`src/rtl/piso_sched_pkg.sv`:
```
// Shared types and width helpers for the round-robin PISO scheduler.
// PISO_SCHED_PARITY_EN adds the PARITY state to the FSM encoding.
package piso_sched_pkg;

   typedef enum logic [1:0] {
      IDLE,
`ifdef PISO_SCHED_PARITY_EN
      SHIFT,
      PARITY
`else
      SHIFT
`endif
   } state_t;

   function automatic int cnt_width(input int width);
      return $clog2(width + 1);
   endfunction

   function automatic int id_width(input int num_req);
      return $clog2(num_req);
   endfunction

endpackage

```
`src/rtl/piso_scheduler_rr_arbiter.sv`:
```
// Round-robin arbiter: search starts one past the last granted requester;
// the pointer moves only when the caller signals a completed handshake.
module rr_arbiter
   import piso_sched_pkg::*;
#(
   parameter  int NUM_REQ = 4,
   localparam int ID_W    = id_width(NUM_REQ)
) (
   input  logic               clk,
   input  logic               rst_n,
   input  logic [NUM_REQ-1:0] req,
   input  logic               enable,
   input  logic               advance,
   output logic [NUM_REQ-1:0] grant,
   output logic [ID_W-1:0]    id
);

   logic [ID_W-1:0] last_reg;
   logic            found;
   int              idx;

   always_comb begin
      grant = '0;
      id    = '0;
      found = 1'b0;
      idx   = 0;
      for (int k = 0; k < NUM_REQ; k++) begin
         idx = int'(last_reg) + 1 + k;
         if (idx >= NUM_REQ) idx = idx - NUM_REQ;
         if (!found && req[idx]) begin
            found = 1'b1;
            id    = ID_W'(idx);
         end
      end
      if (enable && found) grant[id] = 1'b1;
   end

   // Reset parks the pointer on the last requester so requester 0 wins first.
   always_ff @(posedge clk or negedge rst_n) begin
      if (!rst_n)       last_reg <= ID_W'(NUM_REQ - 1);
      else if (advance) last_reg <= id;
   end

endmodule

```
`src/rtl/piso_scheduler.sv`:
```
// Shares one MSB-first shifter between NUM_REQ producers with round-robin grants.
// Define PISO_SCHED_PARITY_EN to append an even-parity bit to every frame.
module piso_scheduler
   import piso_sched_pkg::*;
#(
   parameter  int WIDTH   = 16,
   parameter  int NUM_REQ = 4,
   localparam int CNT_W   = cnt_width(WIDTH),
   localparam int ID_W    = id_width(NUM_REQ)
) (
   input  logic                     clk,
   input  logic                     rst_n,
   input  logic [NUM_REQ-1:0]       req_valid,
   input  logic [NUM_REQ*WIDTH-1:0] req_data,
   output logic [NUM_REQ-1:0]       req_ready,
   input  logic                     stall,
   output logic                     ser_out,
   output logic                     ser_valid,
   output logic                     ser_first,
   output logic                     ser_last,
   output logic [ID_W-1:0]          grant_id,
   output logic                     busy,
   output logic                     word_done
);

   localparam logic [CNT_W-1:0] CNT_LAST = CNT_W'(WIDTH - 1);

   state_t             state_reg, state_next;
   logic [WIDTH-1:0]   shreg_reg;
   logic [CNT_W-1:0]   cnt_reg;
   logic [ID_W-1:0]    grant_id_reg;
   logic [ID_W-1:0]    win_id;
   logic [WIDTH-1:0]   win_word;
   logic               handshake;
   logic               last_bit;
`ifdef PISO_SCHED_PARITY_EN
   logic               parity_reg;
`endif

   rr_arbiter #(.NUM_REQ(NUM_REQ)) u_arb (
      .clk     (clk),
      .rst_n   (rst_n),
      .req     (req_valid),
      .enable  (state_reg == IDLE && !stall),
      .advance (handshake),
      .grant   (req_ready),
      .id      (win_id)
   );

   assign handshake = |(req_valid & req_ready);
   assign win_word  = req_data[int'(win_id)*WIDTH +: WIDTH];
   assign last_bit  = (state_reg == SHIFT) && (cnt_reg == CNT_LAST);

   always_comb begin
      state_next = state_reg;
      case (state_reg)
         IDLE:  if (handshake) state_next = SHIFT;
`ifdef PISO_SCHED_PARITY_EN
         SHIFT:  if (!stall && last_bit) state_next = PARITY;
         PARITY: if (!stall) state_next = IDLE;
`else
         SHIFT: if (!stall && last_bit) state_next = IDLE;
`endif
         default: state_next = IDLE;
      endcase
   end

   always_ff @(posedge clk or negedge rst_n) begin
      if (!rst_n) state_reg <= IDLE;
      else        state_reg <= state_next;
   end

   always_ff @(posedge clk or negedge rst_n) begin
      if (!rst_n) begin
         shreg_reg    <= '0;
         cnt_reg      <= '0;
         grant_id_reg <= '0;
`ifdef PISO_SCHED_PARITY_EN
         parity_reg   <= 1'b0;
`endif
      end else if (state_reg == IDLE) begin
         if (handshake) begin
            shreg_reg    <= win_word;
            cnt_reg      <= '0;
            grant_id_reg <= win_id;
`ifdef PISO_SCHED_PARITY_EN
            parity_reg   <= ^win_word;
`endif
         end
      end else if (state_reg == SHIFT && !stall) begin
         // Zero fill leaves the shifter clear, so ser_out idles low.
         shreg_reg <= shreg_reg << 1;
         cnt_reg   <= last_bit ? '0 : cnt_reg + 1'b1;
      end
   end

   // Outputs come straight from state registers, qualified by stall.
`ifdef PISO_SCHED_PARITY_EN
   assign ser_out  = (state_reg == PARITY) ? parity_reg : shreg_reg[WIDTH-1];
   assign ser_last = (state_reg == PARITY) && !stall;
`else
   assign ser_out  = shreg_reg[WIDTH-1];
   assign ser_last = last_bit && !stall;
`endif
   assign ser_valid = (state_reg != IDLE) && !stall;
   assign ser_first = (state_reg == SHIFT) && (cnt_reg == '0) && !stall;
   assign word_done = ser_last;
   assign busy      = (state_reg != IDLE);
   assign grant_id  = grant_id_reg;

endmodule
```
`config.mk`:
```
export PLATFORM = sky130hd
export DESIGN_NAME = piso_scheduler
export DESIGN_NICKNAME = d
export VERILOG_FILES = /design/src/rtl/piso_sched_pkg.sv /design/src/rtl/piso_scheduler_rr_arbiter.sv /design/src/rtl/piso_scheduler.sv
export SDC_FILE = /design/constraint.sdc
export NUM_CORES = 1
export LEC_CHECK = 0
export CAP_MARGIN = 25
export CORE_MARGIN = 4
export CORE_UTILIZATION = 42
export DETAILED_ROUTE_END_ITERATION = 16
export HOLD_SLACK_MARGIN = 0.15
export PLACE_DENSITY = 0.8
export SYNTH_ARGS = -nofsm -noshare
export SYNTH_HDL_FRONTEND = slang
export SYNTH_SLANG_ARGS = --single-unit
```
`constraint.sdc`:
```
create_clock -name clk -period 2.3 [get_ports clk]
set_input_delay 0.345 -clock clk [delete_from_list [all_inputs] [get_ports clk]]
set_output_delay 0.345 -clock clk [all_outputs]
set_load 0.03 [all_outputs]
```
* After elaboration in Yosys (flattened, before gate mapping)
Index checks and enable logic that the tools add are counted.
** Word-level totals
- Register bits :: 27
- Output and inout port bits :: 12
- Bits of input ports :: 71
- Logic and storage cells :: 91
** Operators by class
- Magnitude comparators :: 10
- Eq/ne operators :: 4
- Shift-type cells :: 1
- Bitwise operators :: 1
- Reduce and logical (&&, ||, !) cells :: 24
- Mux-type cells :: 37
- Add/subtract/negate cells :: 9
** Operators by type and width (number)
- 32-bit by 4-bit < comparator with 1-bit output (second input constant) :: 4
- 32-bit 2-to-1 mux :: 4
- 32-bit by 4-bit greater-or-equal comparator with 1-bit output (second input constant) :: 3
- 32-bit by 4-bit subtractor with 32-bit output (second input constant) :: 3
- 32-bit by 3-bit adder with 32-bit output (second input constant) :: 2
- 64-bit by 7-bit variable part select with 16-bit output :: 1
- 16-bit 2-to-1 mux :: 3
- 32-bit by 2-bit adder with 32-bit output (second input constant) :: 1
- 5-bit 2-to-1 mux :: 4
- 1-bit 2-to-1 mux :: 13
- 1-bit logical AND :: 12
- 2-bit 2-to-1 mux :: 6
- 1-bit binary-select mux with 2-bit select :: 4
- 2-bit AND reduction :: 3
- 5-bit by 1-bit adder with 5-bit output (second input constant) :: 1
- 5-bit by 4-bit == test with 1-bit output (second input constant) :: 1
- 5-bit zero test :: 1
- 4-bit AND :: 1
- 1-bit zero test :: 4
- 4-bit 2-to-1 mux :: 1
- 2-bit != test (second input constant) :: 2
- 2-bit case mux with 2 select lines :: 1
- 2-bit nonzero test :: 2
- 4-bit OR reduction :: 1
- other kinds (8) :: 8

* Longest topological paths before layout
- Word-level depth :: 25
- Mapped depth :: 7
- Depth with buffers taken out :: 5

* Hierarchy
From an unflattened synthesis, not the netlist that was laid out.
** Unflattened totals
- Cell total of the unflattened synthesis :: 161
- Area, all modules :: 1843.0 µm²
** By module, submodules not included
- piso_scheduler :: area each 1574.0 µm², instances 1, seq. area each 600.6 µm², cells each 135
- rr_arbiter :: area each 269.0 µm², instances 1, seq. area each 52.6 µm², cells each 26

* Worst setup path after synthesis
OpenSTA, ideal clock, no wires.
- Kind :: reg-to-output
- From :: register state_reg[0]
- To :: output port word_done
- Buffers on the path :: 2
- Data required time :: 1.955 ns
- Arrival :: 2.293 ns
- Slack :: -0.338 ns
- Cell stages (with the launch flop) :: 5
- Cell sequence :: dfrtp_1 inv_1 clkbuf_1 nor4_1 buf_4
** Between the ends
- Word-level cells in the longest chain between the ends :: 3
** RTL lines
- start: declaration :: line piso_scheduler.sv:28 : state_t state_reg, state_next;
- start signal: assignment :: line piso_scheduler.sv:70 : else state_reg <= state_next;
- 2-bit by 1-bit == test with 1-bit output :: line piso_scheduler.sv:52 : assign last_bit = (state_reg == SHIFT) && (cnt_reg == CNT_LAST);
- 1-bit logical AND :: line piso_scheduler.sv:52
- 1-bit logical AND :: line piso_scheduler.sv:103 : assign ser_last = last_bit && !stall;
- end: declaration :: line piso_scheduler.sv:23 : output logic word_done
No other way between the ends.

* Worst setup path in the final report
- From :: input port req_valid[1]
- To :: register shreg_reg[15]
** Between the ends
- Word-level cells in the longest chain between the ends :: 22
- Elaborated cells on any way between the ends :: 40
- Those cells by class :: order compare (2); eq/ne (1); shift (1); mux (25); bitwise (1); reduce/logical (10)
** RTL lines
- start: declaration :: line piso_scheduler.sv:13 : input logic [NUM_REQ-1:0] req_valid,
- 1-bit binary-select mux with 2-bit select :: line piso_scheduler_rr_arbiter.sv:30 : if (!found && req[idx]) begin
- 1-bit 2-to-1 mux (not written as such) (2 in series) :: line piso_scheduler_rr_arbiter.sv:30
- 1-bit 2-to-1 mux :: line piso_scheduler_rr_arbiter.sv:30
- 1-bit zero test :: line piso_scheduler_rr_arbiter.sv:30
- 1-bit logical AND :: line piso_scheduler_rr_arbiter.sv:30
- 1-bit 2-to-1 mux :: line piso_scheduler_rr_arbiter.sv:30
- 1-bit zero test :: line piso_scheduler_rr_arbiter.sv:30
- 1-bit logical AND :: line piso_scheduler_rr_arbiter.sv:30
- [5 not listed]
- 1-bit logical AND (not written as such) :: line piso_scheduler_rr_arbiter.sv:35 : if (enable && found) grant[id] = 1'b1;
- 1-bit 2-to-1 mux (not written as such) :: line piso_scheduler_rr_arbiter.sv:35
- 1-bit demux with 2-bit select
- 4-bit 2-to-1 mux :: line piso_scheduler_rr_arbiter.sv:35
- 4-bit AND :: line piso_scheduler.sv:50 : assign handshake = |(req_valid & req_ready);
- 4-bit OR reduction :: line piso_scheduler.sv:50
- 2-bit != test (no line)
- 2-bit AND reduction (no line)
- end signal: assignment :: line piso_scheduler.sv:83 : shreg_reg <= win_word;
- end signal: assignment :: line piso_scheduler.sv:92 : shreg_reg <= shreg_reg << 1;
- end: declaration :: line piso_scheduler.sv:29 : logic [WIDTH-1:0] shreg_reg;
Parallel ways exist; a longest one is shown, timed or not. The select of a mux whose other input is x is not followed.
A chain may end at the register's enable or synchronous reset.

==> metrics.md <==
| Metric | Value |
|---|---|
| Wire length per cell | `16.0 um` |
| R2R setup slack | `160 ps` |
| CTS clk-pin slew, worst paths | `100 ps` |
| Result of the run | `completed` |
| Synth Instances | `219` |
| Register area share after synthesis | `0.344` |
| Die footprint | `5670 sq um` |
| Worst EP required | `2460 ps` |
| Final antenna diode count | `0` |
| CTS tree | `yes` |
| WHS | `448 ps` |
| First-pass GRT wire length | `9010 um` |
| Ys flop type | `dfrtp_1` |
| Vias per std cell | `5.51` |
| Slew HR | `0.700` |
| Vias in the first global route | `1,967` |
| Post-synthesis average cell area | `8.68 sq um` |
| Layout cells sized above 1 | `0.213` |
| Initial Util | `0.436` |
| Cts bufs inserted | `3` |
| Hold Fails Final Rpt | `0` |
| Clock Tree Buf Depth | `2` |
| Areal power density over the cells | `904 nW/um^2` |
| Pin count of the biggest net entering global routing | `27` |
| Final period util | `0.952` |
| Area growth syn-to-layout | `55.0%` |
| # IOs | `83` |
| Port Buf Inserts | `82` |
| HP Class | `in2async` |
| Yosys cell types | `42` |
| Most common cell after layout, fill and taps aside | `clkdlybuf4s50_1` |
| Clock skew | `3.75 ps` |
| MaxCap Viol Count | `0` |
| Nets | `384` |
| FFs w/ async S/R, synth | `1.00` |
| Largest vdd supply drop | `441 uV` |
| First-pass iteration count of the detailed router | `4` |
| # clock sinks | `26` |
| Post-synth net total | `292` |
| Reg-to-reg endpoint | `shreg_reg[15]$_DFFE_PN0P_` |
| Gr ovfl total | `0` |
| RSZ-0062 raised after global routing | `no` |
| Worst skew pair latency | `270 ps` |
| Max stage delay cell, worst path | `clkdlybuf4s50_1` |
| Syn Std Cell Area | `1900 sq um` |
| Post-synth EDFFs | `0` |
| Detailed Route Iter0 Violations | `135` |
| Std-Cell Rows | `24` |
| #FFs+latches synth | `26` |
| Worst Path Class, Setup | `in2reg` |
| Setup crit end kind | `flop` |
| Fin crit period | `2190 ps` |
| Cell leakage power | `1.24 nW` |
| Vert. Die Dim | `75.3 um` |
| Post-DRT Antenna Nets | `0` |
| FMAX | `456 MHz` |
| Hpwl dp | `4600 um` |
| R2R depth | `6` |
| Critical path launch point type | `input port` |
| Max FFs per register | `16` |
| Gr usage total | `0.204` |
| RR Startpoint | `u_arb.last_reg[0]$_DFFE_PN1P_` |
| Core area | `4350 sq um` |
| Clock Root Buffer | `clkbuf_8` |
| Arr. time, crit path | `2350 ps` |
| Synth warnings | `0` |
| Top delay family on crit path | `buffers and inverters` |
| Final wirelength | `5810 um` |
| H-Tree Level Count | `1` |
| Crit-path max FO | `8` |
| Antenna violations before repair | `0` |
| Gpl congestion | `0.917` |
| Final max-slew violation count | `0` |
| Crit-path max cell delay | `500 ps` |
| Die width | `75.3 um` |
| PnR Total Power | `2.66 mW` |
| Buf/Inv on CP | `2` |
| Slew @ Worst Pin | `445 ps` |
| Most frequent cells in the layout | `clkdlybuf4s50_1, nand2_1, buf_4` |
| Crit path cell chain | `clkdlybuf4s50_1 > or2_1 > a221oi_4 > buf_4 > mux2_2 > a211oi_1` |
| Setup Viol. Count Final | `0` |
| Drc violations | `0` |
| Vias | `1,996` |
how the worst max path moves through the flow:
stage                        startpoint                         to  slack (ps)  cells after the start
2_1_floorplan  state_reg[0]$_DFFE_PN0P_                  word_done          80                      4
3_3_place_gp               req_valid[1]  shreg_reg[15]$_DFFE_PN0P_         -10                      6
3_5_place_dp               req_valid[1]  shreg_reg[15]$_DFFE_PN0P_        -200                      6
4_1_cts                    req_valid[3]               req_ready[0]          50                      7
5_1_grt                    req_valid[1]  shreg_reg[15]$_DFFE_PN0P_           6                      6
6_report                   req_valid[1]  shreg_reg[15]$_DFFE_PN0P_         110                      6
kinds of logic (layout without fill, tap and decap cells):
kind of cell,after synthesis,after routing,share of synthesized area
and+or+nand+nor,89,89,0.215
DFF,26,26,0.344
adders and majority gates,2,2,0.0132
AOI/OAI and AO/OA,56,56,0.248
buffers and inverters,26,117,0.0645
muxes,19,19,0.111
xor gates and xnor gates,1,1,0.00461
layer usage:
| layer | vias up | global-route usage | share of wire |
|---|---|---|---|
| li1 | 978 | - | - |
| met1 | 945 | 0.270 | 0.44 |
| met2 | 65 | 0.348 | 0.49 |
| met3 | 8 | 0.0401 | 0.063 |
| met4 | 0 | 0.0447 | 0.013 |
| met5 | - | 0 | 0 |
cells in the mapped netlist, drive strengths merged (2+ instances only):
| cell | n | area (sq um) |
|---|---|---|
| a211oi | 15 | 148 |
| a21o | 4 | 30.0 |
| a21oi | 7 | 38.8 |
| a221oi | 16 | 158 |
| and2 | 3 | 18.8 |
| buf | 7 | 50.0 |
| clkbuf | 11 | 42.5 |
| dfrtp | 24 | 601 |
| dfstp | 2 | 52.6 |
| ha | 2 | 25.0 |
| inv | 8 | 30.0 |
| mux2 | 16 | 180 |
| mux2i | 3 | 30.0 |
| nand2 | 31 | 116 |
| nand3 | 2 | 10.0 |
| nand3b | 2 | 15.0 |
| nor2 | 24 | 90.1 |
| nor2b | 2 | 12.5 |
| nor3 | 16 | 85.1 |
| nor4 | 2 | 12.5 |
| o21ai | 5 | 25.0 |
| o22ai | 4 | 25.0 |
| or2 | 2 | 12.5 |
where the power goes:
group / switching, mW / internal [mW]
sequential: 0.155 / 0.661
combinational: 0.777 / 0.767
clock: 0.150 / 0.153
final cells by class:
class / count / area, sq um
tap: 52 / 65.1
fill: 353 / 1410
timing repair buffer: 105 / 1000
sequential: 26 / 653
multi-input combinational: 167 / 1140
inverter: 8 / 30.0
clock buffer: 4 / 55.1
stage by stage:
stage                     worst slack (ps)  setup TNS, ps  cell area (sq um)   util  cells
final                                  109              0               2950  0.676    362
after global routing                  5.69              0               2950  0.676    362
after CTS                             45.9              0               2920  0.670    360
after detailed placement              -200          -1180               2860  0.657    356
after global placement               -14.4           -131               2860  0.657    356
after floorplan                       82.6              0               1910      -    219
what timing repair did:
action	in CTS	in global routing
setup endpoints to repair	0	3
setup buffers	0	2
hold buffers	0	0
gates resized for setup	0	3
(Power assumes the default switching activity.)
